==> src/rtl/pwm_peripheral_if.sv <==
// Register-file side of the PWM block: channel enables, modes and duty in, pin levels and
// the period marker out.
interface pwm_peripheral_if #(
    parameter int unsigned NUM_CH = 16
);
    logic [NUM_CH-1:0] en_out;
    logic [NUM_CH-1:0] en_pwm_mode;
    logic [7:0]        pwm_duty_cycle;
    logic [NUM_CH-1:0] pwm_out;
    logic              period_start;

    modport master (
        output en_out,
        output en_pwm_mode,
        output pwm_duty_cycle,
        input  pwm_out,
        input  period_start
    );

    modport slave (
        input  en_out,
        input  en_pwm_mode,
        input  pwm_duty_cycle,
        output pwm_out,
        output period_start
    );
endinterface

==> src/rtl/pwm_peripheral.sv <==
// Shared 8-bit PWM generator driving NUM_CH pins (off, static high or PWM per channel).
// The duty value is shadowed and only taken up at the period boundary.
module pwm_peripheral #(
    parameter int unsigned NUM_CH   = 16,
    parameter int unsigned PRESCALE = 13
) (
    input logic             clk,
    input logic             rst,
    pwm_peripheral_if.slave bus
);
    localparam int unsigned PreW = (PRESCALE > 1) ? $clog2(PRESCALE) : 1;
    localparam logic [PreW-1:0] PreMax = PreW'(PRESCALE - 1);

    logic [PreW-1:0]   pre_cnt_q, pre_cnt_d;
    logic [7:0]        pwm_cnt_q, pwm_cnt_d;
    logic [7:0]        duty_sh_q, duty_sh_d;
    logic [NUM_CH-1:0] pwm_out_q, pwm_out_d;
    logic              period_start_q, period_start_d;
    logic              tick;
    logic              wrap;
    logic              pwm_lvl;

    always_comb begin
        tick      = (pre_cnt_q == PreMax);
        wrap      = tick && (pwm_cnt_q == 8'hFF);
        pre_cnt_d = tick ? '0 : pre_cnt_q + PreW'(1);
        pwm_cnt_d = tick ? pwm_cnt_q + 8'd1 : pwm_cnt_q;
        // New duty lands on the same edge the counter returns to 0.
        duty_sh_d = wrap ? bus.pwm_duty_cycle : duty_sh_q;
        // 8'hFF is special-cased so a full-on channel has no one-step gap at count 255.
        pwm_lvl   = (duty_sh_q == 8'hFF) || (pwm_cnt_q < duty_sh_q);
        pwm_out_d = bus.en_out & (~bus.en_pwm_mode | {NUM_CH{pwm_lvl}});
        period_start_d = wrap;
    end

    always_ff @(posedge clk) begin
        if (rst) begin
            pre_cnt_q      <= '0;
            pwm_cnt_q      <= '0;
            duty_sh_q      <= '0;
            pwm_out_q      <= '0;
            period_start_q <= 1'b0;
        end else begin
            pre_cnt_q      <= pre_cnt_d;
            pwm_cnt_q      <= pwm_cnt_d;
            duty_sh_q      <= duty_sh_d;
            pwm_out_q      <= pwm_out_d;
            period_start_q <= period_start_d;
        end
    end

    assign bus.pwm_out      = pwm_out_q;
    assign bus.period_start = period_start_q;
endmodule

==> src/flat_wrapper.sv <==
// flat-port wrapper written by rule: the top's interface ports become plain ports
module pwm_peripheral_flat 
#(
    parameter int unsigned NUM_CH   = 16,
    parameter int unsigned PRESCALE = 13
)
  (clk, rst, bus_en_out, bus_en_pwm_mode, bus_pwm_duty_cycle, bus_pwm_out, bus_period_start);
  pwm_peripheral_if #(.NUM_CH(NUM_CH)) bus_i ();
  input logic clk;
  input logic rst;
  input wire logic [$bits(bus_i.en_out)-1:0] bus_en_out;
  input wire logic [$bits(bus_i.en_pwm_mode)-1:0] bus_en_pwm_mode;
  input wire logic [$bits(bus_i.pwm_duty_cycle)-1:0] bus_pwm_duty_cycle;
  output wire logic [$bits(bus_i.pwm_out)-1:0] bus_pwm_out;
  output wire logic [$bits(bus_i.period_start)-1:0] bus_period_start;
  assign bus_i.en_out = bus_en_out;
  assign bus_i.en_pwm_mode = bus_en_pwm_mode;
  assign bus_i.pwm_duty_cycle = bus_pwm_duty_cycle;
  assign bus_pwm_out = bus_i.pwm_out;
  assign bus_period_start = bus_i.period_start;
  pwm_peripheral #(.NUM_CH(NUM_CH), .PRESCALE(PRESCALE)) u_core (.clk(clk), .rst(rst), .bus(bus_i));
endmodule
==> config.mk <==
export PLATFORM = sky130hd
export DESIGN_NAME = pwm_peripheral_flat
export DESIGN_NICKNAME = d
export VERILOG_FILES = /design/src/rtl/pwm_peripheral_if.sv /design/src/rtl/pwm_peripheral.sv /design/src/flat_wrapper.sv
export SDC_FILE = /design/constraint.sdc
export NUM_CORES = 1
export LEC_CHECK = 0
export ABC_AREA = 0
export CELL_PAD_IN_SITES_DETAIL_PLACEMENT = 2
export CELL_PAD_IN_SITES_GLOBAL_PLACEMENT = 2
export CORE_AREA = 10 10 96 98
export CTS_CLUSTER_SIZE = 25
export DETAILED_ROUTE_END_ITERATION = 16
export DIE_AREA = 0 0 106 108
export GPL_TIMING_DRIVEN = 1
export HOLD_SLACK_MARGIN = 0.06
export PLACE_DENSITY = 0.78
export SLEW_MARGIN = 20
export SYNTH_ARGS = -nofsm -noshare
export SYNTH_HDL_FRONTEND = slang
export SYNTH_SLANG_ARGS = --single-unit
==> constraint.sdc <==
create_clock -name clk -period 1.8 [get_ports clk]
set_input_delay 0.18 -clock clk [delete_from_list [all_inputs] [get_ports clk]]
set_output_delay 0.18 -clock clk [all_outputs]
set_load 0.01 [all_outputs]
==> run_results.csv, run 1 <==
group,metric,value,unit
global_route,grt_pass1_vias,1505,
worst_setup_path,crit_path_max_incr_delay,360,ps
worst_setup_path,worstSetupStartpointType,"register",
sta,relSlewSlack,75.66,%
synthesis,yosys_warnings,0,
detailed_routing,drt_wl_total,4.479,mm
synthesis,yosysUniqueCellTypes,29,
synthesis,synth_top_family_by_area,"simple AND/OR/NAND/NOR gates",
floorplan,io_pins,59,
synthesis,ys_ff_latch,37,
floorplan,core_area,0.007447,mm^2
synthesis,ys.flop_type,"dfxtp_1",
global_route,grtUsageTotal,7.798,%
synthesis,yosysSeqAreaShare,45.57,%
sta,fin_crit_sh,94.95,%
worst_setup_path,r2r-start,"u_core.duty_sh_q[5]",
clock_network,numCtsBuffers,5,
clock_network,cts_max_level,2,
global_route,grt_max_degree,38,
final_layout,nFillCells,851,
final_layout,final_nets,277,
floorplan,die_h,108,um
detailed_routing,via_count,1340,
worst_setup_path,critPathBufInv,2,
synthesis,synth-edff-count,0,
sta,period_minus_slack,1709,ps
power,p_leak,0.0009778,uW
placed_design,dpl.hpwl,3.528,mm
detailed_routing,wl_per_cell,13.70,um
power,ir_drop,0.3556,mV
worst_setup_path,crit_type,"register to register",
detailed_routing,dr.pass1.iters,4,
flow_run,maxCapViolCount,0,
worst_setup_path,crit_path_start,"u_core.duty_sh_q[5]",
placed_design,io_buffers,58,
placed_design,gp_congestion,0.6907,
floorplan,fp.dieArea,0.01145,mm^2
synthesis,synth_area_leaders,"dfxtp_1, ha_1, nand2b_1",
clock_network,clk_pin_slew,80,ps
synthesis,syn-num-nets,214,
clock_network,ctsHoldBuffers,0,
synthesis,synth.top_cell.area_share,45.57,%
final_layout,multi_input_area,843.3,um^2
clock_network,clock_latency,280,ps
worst_setup_path,slowest_stage,"o32ai_4",
worst_setup_path,cp-end-kind,"register",
floorplan,die_x,106,um
hold_path,min_path_type,"primary input to register",
floorplan,start_util,21.82,%
sta,worst_pin_slew,365.1,ps
worst_setup_path,worstPathArrival,1890,ps
synthesis,syn-cell-area,0.001625,mm^2
synthesis,yosysTopAreaCell,"dfxtp_1",
sta,finClkSkew,4.190,ps
placed_design,dp_cells,319,
final_layout,finalNonFillerCells,327,
detailed_routing,dr.first_iter.drc_count,33,
global_route,grt-ovfl-total,0,
synthesis,muxShareOfSynthArea,5.543,%
worst_setup_path,required,1980,ps
synthesis,syn_inst,162,
synthesis,synth_compound_area_share,13.70,%
final_layout,area_delta_synth_final,54.89,%
clock_network,cts_sinks,37,
worst_setup_path,cp_max_fo,8,
detailed_routing,ant_nets,0,
clock_network,root_buffer,"clkbuf_8",
final_layout,drive_gt1_share,14.67,%
global_route,grt_pass1_wl,7.279,mm
synthesis,yosysMostFrequentCell,"dfxtp_1",
sta,hold_viol,0,
clock_network,cts_buffer_depth,2,
synthesis,synthArstFlopShare,0,%
status,status,"complete, no violations",
clock_network,cts_tree,"built",
sta,maxSlewViolCount,0,
sta,fmax,0.5851,GHz
synthesis,yosys.area_share.simple,18.63,%
detailed_routing,vias_per_cell,4.098,
sta,finalSetupTns,0,ps
worst_setup_path,cp_cell_sequence,"inv_1 -> ha_1 -> and4_1 -> o21ai_2 -> o32ai_4 -> clkbuf_16 -> a21oi_2",
synthesis,ys_top_cells_by_count,"dfxtp_1, nor2_1, nand2b_1",
floorplan,rows,32,
power,power_density,646.3,mW/mm^2
synthesis,synth_xor_area_share,4.311,%
sta,setup_viol,0,
final_layout,seqCellArea,745.7,um^2
detailed_routing,drc,0,
worst_setup_path,critPathTopFamily,"compound AO/OA/AOI/OAI gates",
final_layout,diodes,0,
synthesis,avgSynthCellArea,10.03,um^2
global_route,antenna_found_initial,0,
synthesis,synthAdderAreaFrac,7.698,%
hold_path,min_from,"bus_en_out[0]",
## layer usage
metal	track usage [%]	vias to the layer above	routed length [um]
li1	-	672	-
met1	7.757	629	1781
met2	13.78	37	2285
met3	4.105	2	393
met4	2.611	0	19
met5	0	-	0
## cell families (layout without fill, tap and decap cells)
kind of cell | after synthesis | count (layout)
XOR/XNOR | 8 | 8
adder cells (fa/ha/maj) | 10 | 10
buffers and inverters | 17 | 80
multiplexers | 9 | 9
flip-flops | 37 | 37
AO/OA/AOI/OAI | 26 | 26
AND/OR/NAND/NOR | 55 | 55
## what timing repair did
action,4_1_cts,5_1_grt
setup endpoints to repair,0,16
buffers inserted,0,0
gates resized for setup,0,8
## where the power goes
| part | leakage, uW | switching (uW) | internal (uW) |
|---|---|---|---|
| Clock | 0.0000433 | 288 | 303 |
| Sequential | 0.000303 | 8.97 | 838 |
| Combinational | 0.000631 | 60.2 | 129 |
| Total | 0.000978 | 357 | 1270 |
## path summary, 6_finish.rpt
| kind | to | slack, ps | cells after the start |
|---|---|---|---|
| worst min register to register | u_core.pre_cnt_q[0] | 500 | 1 |
| worst max register to register | u_core.bus.pwm_out[8] | 90 | 7 |
| worst min-delay path | u_core.bus.pwm_out[0] | 430 | 3 |
| worst max-delay path | u_core.bus.pwm_out[8] | 90 | 7 |
## worst min-delay path: cells and delay by family
family / cells / cell delay, ps
AO/OA/AOI/OAI: 1 / 30
AND/OR/NAND/NOR: 1 / 70
buffers and inverters: 1 / 390
## registers in the layout (all words and copies together), names as in the netlist
name / count
u_core.bus.pwm_out: 16
u_core.duty_sh_q: 8
u_core.bus.period_start: 1
u_core.pre_cnt_q: 4
u_core.pwm_cnt_q: 8
## final cells by class
type / instances / share of cell area [%]
well taps: 102 / 5.070
clock inverters: 1 / 0.2982
flip-flops and latches: 37 / 29.62
inverters: 10 / 1.491
clock buffers: 6 / 3.280
multi-input cells: 108 / 33.50
repair buffers: 63 / 26.74
## layout by cell type (no fill, tap or decap)
master           count
nand2b_4             1
mux2i_1              9
a21o_1               1
a41o_1               1
clkinvlp_4           1
clkbuf_16            1
buf_4                1
a2111oi_4            1
dfxtp_2              4
inv_1               10
o21ai_0              1
nor3b_1              1
nand2_1              2
xnor2_1              2
o21ai_2              1
ha_1                 8
clkbuf_8             6
clkdlybuf4s50_1     58
and4_1               3
a21oi_2             11
o32ai_4              1
nand3_1              3
a21oi_1              8
o21a_1               1
nand2b_1            16
xor2_1               6
buf_12               3
nor2_1              19
nor3_1               2
dfxtp_1             33
and3_1               3
ha_4                 2
nand4_1              4
or4_1                1
## metrics by stage
| step | util, % | hold slack (ps) | area (um^2) | power (uW) | setup WS [ps] |
|---|---|---|---|---|---|
| detailed placement | 31.75 | 500.1 | 2365 | 1059 | 86.27 |
| floorplan | - | 258.7 | 1625 | 918.6 | 130.7 |
| global route | 33.80 | 426.2 | 2517 | 1707 | -14.28 |
| finish | 33.80 | 434.7 | 2517 | 1627 | 90.86 |
| global placement | 31.75 | 488.4 | 2365 | 1055 | 127.9 |
| CTS | 32.96 | 426.8 | 2455 | 1660 | 18.71 |
Power figures use the tool's default switching activity.
==> inputs of run 2 (changes only) <==
--- a/config.mk
+++ b/config.mk
@@ -5,16 +5,16 @@
 export SDC_FILE = /design/constraint.sdc
 export NUM_CORES = 1
 export LEC_CHECK = 0
-export ABC_AREA = 0
+export ABC_AREA = 1
 export CELL_PAD_IN_SITES_DETAIL_PLACEMENT = 2
 export CELL_PAD_IN_SITES_GLOBAL_PLACEMENT = 2
-export CORE_AREA = 10 10 96 98
+export CORE_AREA = 10 10 101 103
 export CTS_CLUSTER_SIZE = 25
 export DETAILED_ROUTE_END_ITERATION = 16
-export DIE_AREA = 0 0 106 108
+export DIE_AREA = 0 0 111 113
 export GPL_TIMING_DRIVEN = 1
 export HOLD_SLACK_MARGIN = 0.06
-export PLACE_DENSITY = 0.78
+export PLACE_DENSITY = 0.81
 export SLEW_MARGIN = 20
 export SYNTH_ARGS = -nofsm -noshare
 export SYNTH_HDL_FRONTEND = slang
==> run 2 against run 1 <==
Against the previous run: largest power group unchanged; cell count rose by 25%; count of clock-buffer cells in the layout rose by 1; worst hold slack improved by 10 ps; clock power barely moved; largest cell class unchanged; wire length rose by 23%; clock skew fell by 1.1 ps.
==> run_results.csv, run 2 <==
group,metric,value,unit
status,status,"complete, no violations",
final_layout,seqCellArea,740.7,um^2
worst_setup_path,worstPathArrival,1800,ps
synthesis,syn-num-nets,292,
synthesis,ys_top_cells_by_count,"nand2_1, inv_1, dfxtp_1",
detailed_routing,ant_nets,0,
clock_network,postCtsSetupBuffers,0,
power,intPower,1275,uW
clock_network,ctsHoldBuffers,0,
power,p_switching,370.5,uW
power,ir_drop,0.2476,mV
synthesis,synth_area_leaders,"dfxtp_1, nand2_1, inv_1",
synthesis,yosysUniqueCellTypes,30,
sta,rsz0062_at_grt,"false",
synthesis,syn_inst,240,
synthesis,yosysTopAreaCell,"dfxtp_1",
floorplan,core_area,0.008134,mm^2
worst_setup_path,cp_max_fo,16,
global_route,grt-ovfl-total,0,
worst_setup_path,worstSetupStartpointType,"register",
clock_network,root_buffer,"clkbuf_8",
synthesis,ys_ff_latch,37,
global_route,grt_max_degree,17,
flow_run,maxCapViolCount,0,
clock_network,cts_tree,"built",
synthesis,yosysSeqAreaShare,40.14,%
clock_network,cts_max_level,2,
global_route,grt_pass1_wl,9.390,mm
final_layout,diodes,0,
sta,fmax,0.6377,GHz
power,power_density,621.7,mW/mm^2
sta,hold_viol,0,
final_layout,final_nets,357,
power,p_leak,0.001246,uW
synthesis,synthArstFlopShare,0,%
detailed_routing,wl_per_cell,13.46,um
sta,finClkSkew,3.117,ps
worst_setup_path,r2r-start,"u_core.duty_sh_q[5]",
worst_setup_path,crit_end,"u_core.bus.pwm_out[3]",
final_layout,largest_reg_flops,16,
clock_network,numCtsBuffers,5,
floorplan,rows,33,
floorplan,fp.dieArea,0.01254,mm^2
synthesis,yosys_warnings,0,
hold_path,min_path_type,"primary input to register",
power,power_frac_comb,12.7,%
sta,setup_viol,0,
final_layout,final_cell_mix,"clkdlybuf4s50_1, nand2_1, inv_1",
clock_network,cts_buffer_depth,2,
floorplan,die_x,111,um
sta,maxSlewViolCount,0,
worst_setup_path,crit_type,"register to register",
clock_network,clock_latency,290,ps
final_layout,final_util,32.55,%
worst_setup_path,ff2ff_setup_slack,230,ps
synthesis,avgSynthCellArea,7.690,um^2
floorplan,die_h,113,um
clock_network,cts_sinks,37,
power,clockPowerShare,35.7,%
worst_setup_path,cp-end-kind,"register",
placed_design,dpl.hpwl,4.516,mm
placed_design,io_buffers,58,
global_route,antenna_found_initial,0,
power,swShare,22.51,%
floorplan,io_pins,59,
worst_setup_path,required,2030,ps
sta,worst_pin_slew,429.4,ps
global_route,grt_pass1_vias,1971,
final_layout,area_delta_synth_final,43.46,%
synthesis,ys.flop_type,"dfxtp_1",
final_layout,nFillCells,920,
detailed_routing,dr.first_iter.drc_count,24,
synthesis,yosysMostFrequentCell,"nand2_1",
detailed_routing,dr.pass1.iters,4,
final_layout,multi_input_area,850.8,um^2
sta,period_minus_slack,1568,ps
global_route,grtUsageTotal,8.959,%
sta,fin_crit_sh,87.12,%
detailed_routing,drt_wl_total,5.519,mm
detailed_routing,via_count,1691,
worst_setup_path,worst-r2r-cell-count,10,
detailed_routing,vias_per_cell,4.124,
sta,relSlewSlack,71.27,%
worst_setup_path,crit_path_start,"u_core.duty_sh_q[5]",
final_layout,final_common_cell,"clkdlybuf4s50_1",
placed_design,gp_congestion,0.7065,
synthesis,synth.top_cell.area_share,40.14,%
clock_network,clk_pin_slew,70,ps
synthesis,syn-cell-area,0.001846,mm^2
sta,finalSetupTns,0,ps
clock_network,cts_resized,0,
floorplan,start_util,22.69,%
power,seq_power_share,51.6,%
final_layout,drive_gt1_share,12.79,%
detailed_routing,drc,0,
worst_setup_path,r2r-end,"u_core.bus.pwm_out[3]",
synthesis,synth-edff-count,0,
## run 2: cell count changes in the layout (fill, tap and decap cells not counted), moves of 9 or more
cell,before,now
nand2b_1,16,0
nand2_1,2,51
a21oi_2,11,0
inv_1,10,47
nand3_2,0,11
mux2i_1,9,0
## run 2: how the worst min path moves through the flow
stage                                      from             endpoint  slack [ps]  depth (start not counted)
after floorplan           bus_pwm_duty_cycle[1]  u_core.duty_sh_q[1]         320                          2
after global placement      u_core.pre_cnt_q[0]  u_core.pre_cnt_q[0]         460                          1
after detailed placement    u_core.duty_sh_q[6]  u_core.duty_sh_q[6]         460                          2
after CTS                 bus_pwm_duty_cycle[4]  u_core.duty_sh_q[4]         440                          3
after global routing      bus_pwm_duty_cycle[6]  u_core.duty_sh_q[6]         460                          3
final                     bus_pwm_duty_cycle[4]  u_core.duty_sh_q[4]         440                          3
## run 2: area by class of cell
| class | count | area share [%] |
|---|---|---|
| flip-flops and latches | 37 | 27.98 |
| inverters | 54 | 7.845 |
| repair buffers | 63 | 23.82 |
| multi-input cells | 144 | 32.14 |
| clock buffers | 7 | 3.261 |
| well taps | 105 | 4.962 |
## run 2: layer usage
| layer | share of wire, % | wire [um] | vias to the layer above | GRT usage, % |
|---|---|---|---|---|
| met4 | 1.1 | 61 | 0 | 2.604 |
| met3 | 6.7 | 371 | 5 | 3.751 |
| met2 | 51 | 2841 | 35 | 16.27 |
| li1 | - | - | 854 | - |
| met5 | 0 | 0 | - | 0 |
| met1 | 41 | 2245 | 797 | 9.221 |
## run 2: power by group through the flow
stage	combinational [uW]	sequential [uW]	clock (uW)
5_1_grt	234	851	650
2_1_floorplan	63.4	873	0
4_1_cts	214	849	621
3_3_place_gp	205	867	0
3_5_place_dp	213	868	0
6_report	209	849	588
## run 2: critical path: stages, from the launching register on
cell	delay, ps
dfxtp_1	340
inv_2	60
ha_1	310
a21oi_1	170
nor2_1	70
nor3_2	120
nand2_2	90
buf_12	160
nand3_1	70
nand2_1	70
inv_1	60
## run 2: cell families after synthesis
kind of cell	Yosys count	share of synthesized area (%)
flops	37	40.14
xor+xnor	2	0.9493
buf+inv	59	13.76
fa+ha+maj	10	6.780
simple gates	111	32.54
compound gates	21	5.831
## run 2: per-stage QoR
step / hold slack, ps / instance area, um^2 / instances / setup WS, ps / total power [uW]
2_1_floorplan: 323.0 / 1846 / 240 / 378.3 / 936.9
3_3_place_gp: 455.2 / 2561 / 403 / 301.3 / 1072
3_5_place_dp: 461.2 / 2561 / 403 / 236.4 / 1081
4_1_cts: 440.1 / 2648 / 410 / 186.7 / 1684
5_1_grt: 455.8 / 2648 / 410 / 79.35 / 1735
6_report: 444.8 / 2648 / 410 / 231.8 / 1646
